==> src/rtl/adder_accumulator_console_if.sv <==
// Console bus: raw buttons, operand switches and display select toward the
// accumulator; display value and status flags back toward the digit driver.
interface adder_accumulator_console_if #(
  parameter int WIDTH = 8
);
  logic             btn_load;
  logic             btn_add;
  logic             btn_sub;
  logic [WIDTH-1:0] data_in;
  logic [1:0]       output_sel;
  logic [WIDTH-1:0] data_out;
  logic             carry;
  logic             overflow;

  // Board / stimulus side
  modport master (
    output btn_load, btn_add, btn_sub, data_in, output_sel,
    input  data_out, carry, overflow
  );

  // Accumulator side
  modport slave (
    input  btn_load, btn_add, btn_sub, data_in, output_sel,
    output data_out, carry, overflow
  );
endinterface

==> src/rtl/adder_accumulator_console.sv <==
// Push-button adder/accumulator console: per-button sync + debounce + press
// pulse, load/add/sub datapath with carry/borrow and signed overflow, last
// operand and wrapping 8-bit command counter, all muxed onto one display bus.

// One button lane: 2-flop synchroniser, counter debounce, rising-edge pulse.
module adder_accumulator_console_btn #(
  parameter int DEBOUNCE_CYCLES = 4
) (
  input  logic clock,
  input  logic reset,
  input  logic btn_i,
  output logic pulse_o
);
  localparam int CW = (DEBOUNCE_CYCLES > 1) ? $clog2(DEBOUNCE_CYCLES) : 1;
  localparam logic [CW-1:0] CNT_MAX = CW'(DEBOUNCE_CYCLES - 1);

  logic          s1_q, s2_q;
  logic          deb_q, deb_dly_q;
  logic [CW-1:0] cnt_q, cnt_d;
  logic          deb_d;

  // Debounce: a differing level must persist DEBOUNCE_CYCLES edges; any
  // sample back at the accepted level restarts the count.
  always_comb begin
    deb_d = deb_q;
    cnt_d = '0;
    if (s2_q != deb_q) begin
      if (cnt_q == CNT_MAX) begin
        deb_d = s2_q;
        cnt_d = '0;
      end else begin
        cnt_d = cnt_q + 1'b1;
      end
    end
  end

  // Synchroniser, debounced level and its one-cycle delay
  always_ff @(posedge clock) begin
    if (reset) begin
      s1_q      <= 1'b0;
      s2_q      <= 1'b0;
      deb_q     <= 1'b0;
      deb_dly_q <= 1'b0;
      cnt_q     <= '0;
    end else begin
      s1_q      <= btn_i;
      s2_q      <= s1_q;
      deb_q     <= deb_d;
      deb_dly_q <= deb_q;
      cnt_q     <= cnt_d;
    end
  end

  // Press only; the release edge of deb is ignored
  assign pulse_o = deb_q & ~deb_dly_q;
endmodule

module adder_accumulator_console #(
  parameter int WIDTH           = 8,
  parameter int DEBOUNCE_CYCLES = 4
) (
  input  logic                          clock,
  input  logic                          reset,
  adder_accumulator_console_if.slave    bus
);
  localparam int NUM_BTN = 3;
  localparam int B_LOAD  = 0;
  localparam int B_ADD   = 1;
  localparam int B_SUB   = 2;

  logic [NUM_BTN-1:0] raw;
  logic [NUM_BTN-1:0] pulse;

  assign raw = {bus.btn_sub, bus.btn_add, bus.btn_load};

  genvar g;
  generate
    for (g = 0; g < NUM_BTN; g++) begin : g_btn
      adder_accumulator_console_btn #(
        .DEBOUNCE_CYCLES(DEBOUNCE_CYCLES)
      ) u_btn (
        .clock  (clock),
        .reset  (reset),
        .btn_i  (raw[g]),
        .pulse_o(pulse[g])
      );
    end
  endgenerate

  logic [WIDTH-1:0] acc_q, acc_d;
  logic [WIDTH-1:0] opnd_q, opnd_d;
  logic [7:0]       cnt_q, cnt_d;
  logic             carry_q, carry_d;
  logic             ovf_q, ovf_d;
  logic [WIDTH:0]   sum, diff;
  logic             sa, sb;

  assign sa   = acc_q[WIDTH-1];
  assign sb   = bus.data_in[WIDTH-1];
  assign sum  = {1'b0, acc_q} + {1'b0, bus.data_in};
  assign diff = {1'b0, acc_q} - {1'b0, bus.data_in};

  // Command decode with load > sub > add; lower-priority pulses are dropped
  always_comb begin
    acc_d   = acc_q;
    opnd_d  = opnd_q;
    cnt_d   = cnt_q;
    carry_d = carry_q;
    ovf_d   = ovf_q;
    if (pulse[B_LOAD]) begin
      acc_d   = bus.data_in;
      carry_d = 1'b0;
      ovf_d   = 1'b0;
    end else if (pulse[B_SUB]) begin
      acc_d   = diff[WIDTH-1:0];
      carry_d = diff[WIDTH];                       // borrow out
      ovf_d   = (sa != sb) && (diff[WIDTH-1] != sa);
    end else if (pulse[B_ADD]) begin
      acc_d   = sum[WIDTH-1:0];
      carry_d = sum[WIDTH];
      ovf_d   = (sa == sb) && (sum[WIDTH-1] != sa);
    end
    if (|pulse) begin
      opnd_d = bus.data_in;
      cnt_d  = cnt_q + 8'd1;
    end
  end

  // Datapath state
  always_ff @(posedge clock) begin
    if (reset) begin
      acc_q   <= '0;
      opnd_q  <= '0;
      cnt_q   <= '0;
      carry_q <= 1'b0;
      ovf_q   <= 1'b0;
    end else begin
      acc_q   <= acc_d;
      opnd_q  <= opnd_d;
      cnt_q   <= cnt_d;
      carry_q <= carry_d;
      ovf_q   <= ovf_d;
    end
  end

  // Display select; purely combinational over registered state
  always_comb begin
    bus.data_out = '0;
    unique case (bus.output_sel)
      2'b00: bus.data_out = acc_q;
      2'b01: bus.data_out = opnd_q;
      2'b10: bus.data_out[7:0] = cnt_q;
      default: bus.data_out[1:0] = {ovf_q, carry_q};
    endcase
  end

  assign bus.carry    = carry_q;
  assign bus.overflow = ovf_q;
endmodule

==> src/flat_wrapper.sv <==
// flat-port wrapper written by rule: the top's interface ports become plain ports
module adder_accumulator_console_flat 
#(
  parameter int WIDTH           = 8,
  parameter int DEBOUNCE_CYCLES = 4
)
  (clock, reset, bus_btn_load, bus_btn_add, bus_btn_sub, bus_data_in, bus_output_sel, bus_data_out, bus_carry, bus_overflow);
  adder_accumulator_console_if #(.WIDTH(WIDTH)) bus_i ();
  input  logic clock;
  input  logic reset;
  input wire logic [$bits(bus_i.btn_load)-1:0] bus_btn_load;
  input wire logic [$bits(bus_i.btn_add)-1:0] bus_btn_add;
  input wire logic [$bits(bus_i.btn_sub)-1:0] bus_btn_sub;
  input wire logic [$bits(bus_i.data_in)-1:0] bus_data_in;
  input wire logic [$bits(bus_i.output_sel)-1:0] bus_output_sel;
  output wire logic [$bits(bus_i.data_out)-1:0] bus_data_out;
  output wire logic [$bits(bus_i.carry)-1:0] bus_carry;
  output wire logic [$bits(bus_i.overflow)-1:0] bus_overflow;
  assign bus_i.btn_load = bus_btn_load;
  assign bus_i.btn_add = bus_btn_add;
  assign bus_i.btn_sub = bus_btn_sub;
  assign bus_i.data_in = bus_data_in;
  assign bus_i.output_sel = bus_output_sel;
  assign bus_data_out = bus_i.data_out;
  assign bus_carry = bus_i.carry;
  assign bus_overflow = bus_i.overflow;
  adder_accumulator_console #(.WIDTH(WIDTH), .DEBOUNCE_CYCLES(DEBOUNCE_CYCLES)) u_core (.clock(clock), .reset(reset), .bus(bus_i));
endmodule
==> config.mk <==
export PLATFORM = sky130hd
export DESIGN_NAME = adder_accumulator_console_flat
export DESIGN_NICKNAME = d
export VERILOG_FILES = /design/src/rtl/adder_accumulator_console_if.sv /design/src/rtl/adder_accumulator_console.sv /design/src/flat_wrapper.sv
export SDC_FILE = /design/constraint.sdc
export NUM_CORES = 1
export LEC_CHECK = 0
export BUFFER_PORTS_ARGS = -buffer_cell sky130_fd_sc_hd__buf_2
export CORE_AREA = 4 4 69 71
export CTS_CLUSTER_SIZE = 14
export DETAILED_ROUTE_END_ITERATION = 12
export DIE_AREA = 0 0 73 75
export PLACE_DENSITY = 0.81
export SLEW_MARGIN = 15
export SYNTH_ARGS = -nofsm -noshare
export SYNTH_HDL_FRONTEND = slang
export SYNTH_SLANG_ARGS = --single-unit
export TNS_END_PERCENT = 30
==> constraint.sdc <==
create_clock -name clock -period 3.1 [get_ports clock]
set_input_delay 0.62 -clock clock [delete_from_list [all_inputs] [get_ports clock]]
set_output_delay 0.62 -clock clock [all_outputs]
set_load 0.02 [all_outputs]
### Word-level counts from Yosys, hierarchy flattened

Cells that the tools add are included.

* word-level logic and storage cells: 69
* output and inout port bits: 10
* register bits: 44
* input port bits: 15

* reductions and logical operators: 13
* bitwise logic cells: 9
* equal/unequal tests: 12
* add/sub/neg operators: 6
* mux-type cells: 9

Operators with widths (number)
* 8-bit two-way mux: 3
* 6-bit one-hot mux with 3 select lines: 1
* 3-bit OR reduction: 4
* 8-bit by 8-bit adder with 9-bit output: 1
* 8-bit by 8-bit subtractor with 9-bit output: 1
* 8-bit by 1-bit adder with 8-bit output (second input constant): 1
* 2-bit == test (second input constant): 4
* 2-bit by 1-bit adder with 2-bit output (second input constant): 3
* 1-bit != test: 6
* 1-bit NOT: 6
* 2-bit one-hot mux with 3 select lines: 1
* 2-bit AND reduction: 3
* 1-bit two-way mux: 4
* 1-bit AND: 3
* 3-bit nonzero test: 1
* 2-bit by 1-bit == test with 1-bit output (second input constant): 1
* 1-bit logical AND: 2
* 2-bit zero test: 1
* 2-bit nonzero test: 1
* 2-bit OR reduction: 1
* 1-bit == test: 1

### Depth between registers and ports, before layout

Gate-level depths: netlist of run 1.

* word-level depth: 5
* mapped depth: 10
* mapped depth without buffers: 10

### Modules after synthesis

From an unflattened synthesis of run 1, not the netlist that was laid out.

* cell total of the unflattened synthesis: 304
* area total of the unflattened synthesis: 2648.8 µm²

By module, submodules not included
* adder_accumulator_console: instances 1, cells an instance 256, area an instance 2044.5 µm², sequential area each 520.5 µm²
* adder_accumulator_console_btn: instances 3, cells an instance 16, area an instance 201.4 µm², sequential area each 120.1 µm²

### Worst setup path after synthesis of run 1

Ideal clock, no wire load.

* path kind: input-to-reg
* from: input bus_data_in[0]
* to: register u_core.carry_q (netlist: u_core.bus.carry)
* required time: 3.012 ns
* slack: 0.846 ns
* arrival time: 2.166 ns
* setup time: 0.088 ns
* stages: 8
* buffers on the path: 0
* path through: ha_1 inv_1 fa_1 a21o_1 a221o_1 a211oi_2 nor2_1 a311oi_2

* longest elaborated chain between the ends: 3
* elaborated cells on any way between the ends: 4
* classes of those cells: add/sub (2); mux (2)

RTL lines
* start: declaration: line flat_wrapper.sv:14 `input wire logic [$bits(bus_i.data_in)-1:0] bus_data_in;`
* 8-bit by 8-bit adder with 9-bit output: line adder_accumulator_console.sv:100 `assign sum = {1'b0, acc_q} + {1'b0, bus.data_in};`
* 1-bit two-way mux: line adder_accumulator_console.sv:118 `end else if (pulse[B_ADD]) begin`
* 1-bit two-way mux (*): line adder_accumulator_console.sv:114 `end else if (pulse[B_SUB]) begin`
* end signal: assignment: line adder_accumulator_console.sv:141 `carry_q <= carry_d;`
* end: declaration: line adder_accumulator_console.sv:93 `logic carry_q, carry_d;`

Every way passes the cells marked *; elsewhere a longest branch is shown, timed or not. The select of a mux whose other input is x is not followed.
A chain may end at the register's enable or synchronous reset.

### Final worst setup path of run 1

Ends and elaborated chain as after synthesis.

==> flow_summary_export.csv, run 1 <==
group,metric,value,unit
status,outcome,"complete, no violations",
floorplan,rows,24,
global_routing,overflow,0,
timing,timing.setup.tns,0,ns
worst_setup_path,slowest_stage,"fa_1",
clock_tree,path_clk_slew,0.08,ns
clock_tree,htree_levels,2,
logic_synthesis,synth_nets,329,
floorplan,num_io_pins,25,
logic_synthesis,syn_inst,292,
placement,place_area,2660,µm²
worst_setup_path,critPathArrivalTime,2.42,ns
cells_and_area,fill_cells,350,
timing,slew_violations,0,
cells_and_area,antenna_cells,0,
cells_and_area,nets,352,
clock_tree,cts.sinks,44,
timing,setup_viol,0,
cells_and_area,finish.utilization,65.8,%
clock_tree,clock_path_buffers,2,
routing,via_per_inst,5.70,
logic_synthesis,synth_seq_cells,44,
worst_setup_path,worstPathRequired,3.32,ns
logic_synthesis,synth_edf_count,0,
timing,worst_pin_slew,0.716,ns
timing,finClkSkew,0.00190,ns
cells_and_area,syn_to_final_growth,11.0,%
power,ir_drop,0.204,mV
placement,dp_slack,0.617,ns
routing,antenna_left,0,
clock_tree,cts_tree,"done",
clock_tree,cts_resized,0,
routing,vias,2098,
routing,avgRoutedWirePerCell,14.4,µm
floorplan,initial_core_util,59.3,%
global_routing,grt_pass1_vias,1790,
placement,port_buffers,24,
placement,hpwl,3900,µm
routing,drt-initial-drc-count,187,
clock_tree,clk_latency,0.30,ns
clock_tree,cts_buffers,5,
clock_tree,post_cts_buffers,0,
global_routing,antenna_found_initial,0,
logic_synthesis,synth_top_cell_by_area,"dfxtp_1",
worst_setup_path,crit_path_cell_trace,"buf_2 > ha_1 > inv_1 > fa_1 > a21o_1 > a221o_1 > a211oi_2 > nor2_1 > a311oi_2",
logic_synthesis,ys.flop_type,"dfxtp_1",
power,power.density,395,nW/µm²
timing,setup_ws,0.903,ns
global_routing,grt.total_usage,20.3,%
min_path,min_path_type,"register to register",
global_routing,grt_pass1_wl,8560,µm
routing,wl,5280,µm
timing,rsz0062_at_grt,"no",
floorplan,core-area,4230,µm²
logic_synthesis,ys_types,52,
global_routing,grt_max_degree,41,
timing,max_freq,455,MHz
floorplan,die_y,75,µm
worst_setup_path,endpoint_kind,"register",
worst_setup_path,slowest_delay,0.37,ns
worst_setup_path,critPathKind,"input pin to register",
timing,whs,0.420,ns
clock_tree,ctsHoldBuffers,0,
logic_synthesis,async_reset_ff_share,0,%
logic_synthesis,synthTopCellsByArea,"dfxtp_1 (35%), ha_1 (10%), nand2_1 (5.8%)",
timing,fin_crit,2.20,ns
worst_setup_path,cp_max_fo,4,
worst_setup_path,crit_buf_inv,2,
routing,firstDrtPassIters,5,
power,power_leakage,1.19,nW
floorplan,die-area,5480,µm²
timing,hold_violations,0,
cells_and_area,multi_input_area,1510,µm²
routing,drc,0,
flow_run,maxCapViolCount,0,
worst_setup_path,crit_family,"compound AO/OA/AOI/OAI gates",
logic_synthesis,yosysTopAreaCellShare,35.1,%
cells_and_area,layout-drive-gt1-share,13.6,%
timing,slew_headroom,52.2,%
logic_synthesis,synth_warnings,0,
cells_and_area,final_area,2790,µm²
clock_tree,root_buffer,"clkbuf_8",
worst_setup_path,cp-start-kind,"input pin",
logic_synthesis,avgSynthCellArea,8.60,µm²
placement,gp_congestion,0.839,
timing,finalCritPeriodShare,70.9,%
floorplan,die_width,73,µm
cells_and_area,regArea,881,µm²
logic_synthesis,synth_area,2510,µm²
logic_synthesis,ys_seq_area_share,35.1,%
-- cell usage in the layout, fill, tap and decap left out, types with 2 or more instances in the layout --
cell type and count:
and3_1 3, mux4_2 2, o31ai_1 2, a21o_1 2, fa_1 2, o211ai_1 3
ha_1 20, nor2b_1 12, xnor2_1 10, nand4_1 2, a22oi_1 2, or3_1 5
nand3_1 3, inv_1 18, o21bai_1 3, nor2_1 27, buf_4 3, dfxtp_1 44
clkbuf_8 6, mux2i_1 11, nand2_1 39, xor2_1 7, o21ai_0 11, a21oi_1 22
buf_2 24, nand2b_1 4, nor3_1 2, o221ai_1 2
-- cells in the mapped netlist, types with 2 or more instances --
cell	n
dfxtp_1	44
nand2_1	39
nor2_1	27
a21oi_1	22
ha_1	20
inv_1	18
nor2b_1	12
mux2i_1	11
o21ai_0	11
xnor2_1	10
xor2_1	7
clkbuf_1	5
or3_1	5
buf_2	4
nand2b_1	4
and3_1	3
nand3_1	3
o211ai_1	3
o21bai_1	3
a21o_1	2
a22oi_1	2
fa_1	2
mux4_2	2
nand4_1	2
nor3_1	2
o221ai_1	2
o31ai_1	2
-- metrics by stage --
stage,power [mW],instances
final,1.10,368
after global placement,0.648,360
after CTS,1.11,368
after global routing,1.14,368
after detailed placement,0.650,360
after floorplan,0.630,292
-- area by class of cell --
| cell class | instances | share of cell area, % |
|---|---|---|
| clock inverter | 2 | 1.39 |
| sequential | 44 | 31.6 |
| tap | 52 | 2.34 |
| multi-input combinational | 219 | 54.1 |
| clock buffer | 6 | 2.96 |
| timing repair buffer | 27 | 5.12 |
| inverter | 18 | 2.43 |
-- final timing paths --
path                                  startpoint                        endpoint  slack (ns)  cells after the start
setup / recovery                  bus_data_in[0]                u_core.bus.carry        0.90                      9
hold / removal    u_core.g_btn[0].u_btn.cnt_q[0]  u_core.g_btn[0].u_btn.cnt_q[0]        0.42                      1
setup reg to reg                 u_core.acc_q[0]                u_core.bus.carry        0.94                      9
hold reg to reg   u_core.g_btn[0].u_btn.cnt_q[0]  u_core.g_btn[0].u_btn.cnt_q[0]        0.42                      1
-- power by group --
part	total [mW]	switching [mW]	internal [mW]
logic	0.0654	0.0401	0.0253
clock network	0.462	0.199	0.263
registers	0.571	0.00209	0.569
total	1.10	0.241	0.858
-- layer usage --
layer,part of all wire (%),global-route usage [%]
met1,49,28.0
met2,45,30.7
met3,4.3,4.67
met4,1.9,7.99
met5,0,0
-- kinds of logic (layout without fill, tap and decap cells) --
kind of cell / Yosys count / in the layout / synth area share [%]
simple gates: 104 / 104 / 19.5
compound gates: 63 / 63 / 16.8
flops: 44 / 44 / 35.1
buf+inv: 29 / 53 / 4.84
fa+ha+maj: 22 / 22 / 11.6
xor+xnor: 17 / 17 / 5.93
mux: 13 / 13 / 6.18
-- state kept, by name, indices dropped and copies added (netlist names) --
register                      flops
u_core.g_btn.u_btn.s2_q           3
u_core.bus.carry                  1
u_core.g_btn.u_btn.s1_q           3
u_core.bus.overflow               1
u_core.cnt_q                      8
u_core.g_btn.u_btn.deb_dly_q      3
u_core.opnd_q                     8
u_core.g_btn.u_btn.deb_q          3
u_core.acc_q                      8
u_core.g_btn.u_btn.cnt_q          6
Power figures use the tool's default switching activity.
==> inputs of run 2 (changes only) <==
--- a/config.mk
+++ b/config.mk
@@ -6,11 +6,11 @@
 export NUM_CORES = 1
 export LEC_CHECK = 0
 export BUFFER_PORTS_ARGS = -buffer_cell sky130_fd_sc_hd__buf_2
-export CORE_AREA = 4 4 69 71
+export CORE_AREA = 4 4 74 76
 export CTS_CLUSTER_SIZE = 14
 export DETAILED_ROUTE_END_ITERATION = 12
-export DIE_AREA = 0 0 73 75
-export PLACE_DENSITY = 0.81
+export DIE_AREA = 0 0 78 80
+export PLACE_DENSITY = 0.74
 export SLEW_MARGIN = 15
 export SYNTH_ARGS = -nofsm -noshare
 export SYNTH_HDL_FRONTEND = slang
==> constraint.sdc (replaced) <==
create_clock -name clock -period 1.95 [get_ports clock]
set_input_delay 0.39 -clock clock [delete_from_list [all_inputs] [get_ports clock]]
set_output_delay 0.39 -clock clock [all_outputs]
set_load 0.02 [all_outputs]
==> flow_summary_export.csv, run 2 (synthesis results as in run 1) <==
group,metric,value,unit
status,outcome,"finished with violations",
status,violations,"negative setup slack",
worst_setup_path,rr_startpoint,"u_core.acc_q[0]",
worst_setup_path,endpoint_kind,"register",
timing,finalCritPeriodShare,102,%
timing,worst_pin_slew,0.500,ns
power,power.density,535,nW/µm²
cells_and_area,antenna_cells,0,
worst_setup_path,crit_buf_inv,2,
floorplan,rows,25,
routing,wl,5800,µm
routing,firstDrtPassIters,4,
worst_setup_path,critPathKind,"register to register",
routing,drt-initial-drc-count,237,
timing,max_freq,503,MHz
clock_tree,root_buffer,"clkbuf_8",
timing,rsz0062_at_grt,"yes",
power,ir_drop,0.383,mV
clock_tree,post_cts_buffers,0,
worst_setup_path,worstPathRequired,2.16,ns
floorplan,core-area,4720,µm²
worst_setup_path,worst_path_most_repeated_cell,"inv_2",
clock_tree,htree_levels,2,
timing,setup_viol,1,
placement,place_area,2930,µm²
routing,vias,2201,
cells_and_area,nets,385,
timing,slew_violations,0,
worst_setup_path,slowest_delay,0.36,ns
cells_and_area,final_common_cell,"dfxtp_1",
global_routing,grt_pass1_vias,2175,
placement,port_buffers,24,
worst_setup_path,slowest_stage,"a221o_1",
floorplan,die_y,80,µm
cells_and_area,reg_top3,"u_core.acc_q (8), u_core.cnt_q (8), u_core.opnd_q (8)",
global_routing,grt_pass1_wl,9840,µm
routing,antenna_left,0,
cells_and_area,fill_cells,398,
worst_setup_path,crit_family,"compound AO/OA/AOI/OAI gates",
power,power_leakage,1.32,nW
clock_tree,clk_latency,0.29,ns
global_routing,grt_max_degree,40,
timing,whs,0.309,ns
timing,hold_violations,0,
global_routing,overflow,0,
min_path,min_path_type,"input pin to register",
flow_run,maxCapViolCount,0,
floorplan,die-area,6240,µm²
worst_setup_path,critPathArrivalTime,2.20,ns
clock_tree,path_clk_slew,0.08,ns
placement,hpwl,4370,µm
min_path,min_from,"bus_btn_sub",
worst_setup_path,cp_max_fo,2,
cells_and_area,final_cell_mix,"dfxtp_1 (42), nand2_1 (39), buf_4 (36), nor2_1 (26), buf_2 (24)",
floorplan,die_width,78,µm
routing,avgRoutedWirePerCell,13.9,µm
clock_tree,ctsHoldBuffers,0,
clock_tree,clock_path_buffers,2,
worst_setup_path,crit_path_cell_trace,"inv_2 > ha_4 > inv_2 > fa_2 > a21o_1 > a221o_1 > a211oi_2 > nor2_1 > a311oi_2",
timing,setup_ws,-0.0368,ns
cells_and_area,layout-drive-gt1-share,24.1,%
floorplan,initial_core_util,53.1,%
floorplan,num_io_pins,25,
routing,via_per_inst,5.29,
cells_and_area,syn_to_final_growth,22.4,%
global_routing,antenna_found_initial,0,
clock_tree,cts_buffers,5,
placement,gp_congestion,0.835,
worst_setup_path,cp-start-kind,"register",
timing,slew_headroom,66.6,%
clock_tree,cts.sinks,44,
cells_and_area,final_area,3070,µm²
clock_tree,cts_tree,"done",
global_routing,grt.total_usage,19.4,%
timing,fin_crit,1.99,ns
worst_setup_path,critPathLaunch,"u_core.acc_q[0]",
routing,drc,0,
timing,finClkSkew,0.00620,ns
run 2: layer usage:
layer  track usage [%]  vias up  wire (µm)
met1              24.9     1014       2630
met4              6.64        0         85
met2              33.2       64       2760
li1                  -     1113          -
met3              2.93       10        321
met5                 0        -          0
run 2: path summary, 6_finish.rpt:
check,endpoint,slack (ns),cells after the start
max,u_core.bus.carry,-0.04,9
min,u_core.g_btn[2].u_btn.s1_q,0.31,2
max reg2reg,u_core.bus.carry,-0.04,9
min reg2reg,u_core.g_btn[0].u_btn.cnt_q[0],0.42,1
run 2: cell type report:
| type | instances | area (µm²) | area share, % |
|---|---|---|---|
| multi-input combinational | 219 | 1550 | 50.5 |
| sequential | 44 | 883 | 28.8 |
| timing repair buffer | 60 | 390 | 12.7 |
| clock buffer | 7 | 86.3 | 2.81 |
| tap | 67 | 83.8 | 2.73 |
| inverter | 18 | 67.6 | 2.20 |
| clock inverter | 1 | 7.51 | 0.244 |
run 2: where the power goes:
group          switching [mW]  total, mW  internal [mW]
Clock                   0.308      0.596          0.288
Combinational          0.0738      0.140         0.0657
Sequential            0.00309      0.908          0.905
Total                   0.385       1.64           1.26
run 2: stage by stage:
stage	std cells	power (mW)	TNS, ns	util, %	setup slack (ns)
floorplan	292	1.00	0	-	0.00284
global placement	408	1.06	-0.956	62.1	-0.219
detailed placement	408	1.06	-1.11	62.1	-0.274
CTS	416	1.65	-0.125	64.3	-0.0805
global route	416	1.72	-0.518	65.0	-0.155
finish	416	1.64	-0.0368	65.0	-0.0368
run 2: what timing repair did:
item / in CTS / in global routing
pin swaps: 1 / 2
gates resized for setup: 3 / 9
endpoints found under the setup margin: 5 / 7
run 2: worst register-to-register path: cells and delay by family (launching register included):
kind / cells / cell delay (ns)
flops: 1 / 0.33
simple gates: 1 / 0.07
fa+ha+maj: 2 / 0.47
buf+inv: 2 / 0.10
compound gates: 4 / 0.96
==> inputs of run 3 (changes only) <==
--- a/config.mk
+++ b/config.mk
@@ -10,7 +10,7 @@
 export CTS_CLUSTER_SIZE = 14
 export DETAILED_ROUTE_END_ITERATION = 12
 export DIE_AREA = 0 0 78 80
-export PLACE_DENSITY = 0.74
+export PLACE_DENSITY = 0.79
 export SLEW_MARGIN = 15
 export SYNTH_ARGS = -nofsm -noshare
 export SYNTH_HDL_FRONTEND = slang
==> flow_summary_export.csv, run 3 (synthesis results as in run 1) <==
group,metric,value,unit
global_routing,antenna_found_initial,0,
routing,avgRoutedWirePerCell,14.1,µm
cells_and_area,layout-drive-gt1-share,22.3,%
clock_tree,path_clk_slew,0.08,ns
worst_setup_path,worstPathRequired,2.16,ns
clock_tree,cts.sinks,44,
routing,drc,0,
clock_tree,post_cts_buffers,0,
floorplan,core-area,4720,µm²
worst_setup_path,critPathArrivalTime,2.24,ns
timing,setup_ws,-0.0750,ns
placement,port_buffers,24,
clock_tree,htree_levels,2,
status,outcome,"finished with violations",
floorplan,initial_core_util,53.1,%
floorplan,die_width,78,µm
cells_and_area,final_common_cell,"dfxtp_1",
timing,worst_pin_slew,0.424,ns
clock_tree,root_buffer,"clkbuf_8",
cells_and_area,final_cell_mix,"dfxtp_1 (43), nand2_1 (39), buf_4 (33), nor2_1 (27), buf_2 (24)",
power,ir_drop,0.343,mV
clock_tree,cts_buffers,5,
timing,slew_violations,0,
timing,setup_viol,2,
routing,drt-initial-drc-count,185,
status,violations,"negative setup slack",
routing,via_per_inst,5.43,
timing,max_freq,494,MHz
placement,dp.cells,405,
routing,vias,2243,
floorplan,die_y,80,µm
cells_and_area,finish.utilization,64.3,%
clock_tree,ctsHoldBuffers,0,
worst_setup_path,endpoint_kind,"register",
floorplan,num_io_pins,25,
min_path,min_path_type,"input pin to register",
timing,whs,0.297,ns
clock_tree,clk_latency,0.29,ns
cells_and_area,antenna_cells,0,
power,power_leakage,1.34,nW
routing,firstDrtPassIters,5,
cells_and_area,nets,382,
timing,finalCritPeriodShare,104,%
clock_tree,cts_tree,"done",
timing,finClkSkew,0.00292,ns
floorplan,die-area,6240,µm²
cells_and_area,syn_to_final_growth,21.1,%
cells_and_area,reg_top3,"u_core.acc_q (8), u_core.cnt_q (8), u_core.opnd_q (8)",
timing,fin_crit,2.03,ns
power,power_switching,0.386,mW
timing,hold_violations,0,
placement,dp_slack,-0.227,ns
global_routing,grt_pass1_wl,9950,µm
power,seq_power_share,51.3,%
power,p_int,1.38,mW
worst_setup_path,rr_startpoint,"u_core.acc_q[0]",
worst_setup_path,cp_max_fo,2,
global_routing,grt_pass1_vias,2166,
timing,rsz0062_at_grt,"yes",
routing,wl,5840,µm
worst_setup_path,critPathLaunch,"u_core.acc_q[0]",
worst_setup_path,cp-start-kind,"register",
global_routing,grt_max_degree,40,
power,power.density,583,nW/µm²
global_routing,overflow,0,
placement,hpwl,4400,µm
floorplan,rows,25,
placement,gp_congestion,0.858,
power,switching_share,21.8,%
flow_run,maxCapViolCount,0,
timing,slew_headroom,71.7,%
power,p_comb_share,7.4,%
worst_setup_path,critPathKind,"register to register",
power,p_clk_share,41.3,%
clock_tree,clock_path_buffers,2,
cells_and_area,stdcell_count,413,
min_path,min_from,"bus_btn_sub",
routing,antenna_left,0,
global_routing,grt.total_usage,19.8,%
## run 3: path summary, 6_finish.rpt
path	to	slack [ns]	cells past startpoint
min reg2reg	u_core.g_btn[1].u_btn.cnt_q[0]	0.43	1
max	u_core.bus.carry	-0.08	9
min	u_core.g_btn[2].u_btn.s1_q	0.30	2
max reg2reg	u_core.bus.carry	-0.08	9
## run 3: critical path: stages (launching register included)
cell	delay, ns
dfxtp_1	0.32
inv_1	0.05
ha_1	0.16
inv_1	0.06
fa_2	0.34
a21o_1	0.19
a221o_1	0.35
a211oi_2	0.20
nor2_1	0.07
a311oi_2	0.22
## run 3: power by group through the flow
stage | clock [mW] | sequential, mW | combinational (mW)
final | 0.731 | 0.909 | 0.131
after global routing | 0.776 | 0.910 | 0.144
after CTS | 0.747 | 0.909 | 0.129
after detailed placement | 0 | 0.930 | 0.128
after global placement | 0 | 0.929 | 0.126
after floorplan | 0 | 0.929 | 0.0724
## run 3: cell type report
type / count / area (µm²)
multi-input cells: 219 / 1520
inverters: 18 / 67.6
repair buffers: 57 / 368
well taps: 67 / 83.8
flip-flops and latches: 44 / 882
clock inverters: 2 / 38.8
clock buffers: 6 / 82.6
fillers: 375 / 1680
## run 3: timing repair
item                                    in CTS  in global routing
endpoints found under the setup margin       3                  5
gates resized for setup                      3                  0
pin swaps                                    2                  2
## run 3: metrics by stage
| stage | area, µm² | power (mW) | setup TNS [ns] |
|---|---|---|---|
| 2_1_floorplan | 2510 | 1.00 | 0 |
| 3_3_place_gp | 2910 | 1.06 | -0.750 |
| 3_5_place_dp | 2910 | 1.06 | -0.810 |
| 4_1_cts | 3040 | 1.78 | -0.0412 |
| 5_1_grt | 3040 | 1.83 | -0.353 |
| 6_report | 3040 | 1.77 | -0.0966 |
## run 3: per-layer routing
layer | part of all wire (%) | wire [µm] | GRT usage [%]
met1 | 45 | 2610 | 23.7
met5 | 0 | 0 | 0
met3 | 4.1 | 238 | 3.39
met2 | 49 | 2850 | 35.1
met4 | 2.2 | 130 | 7.69
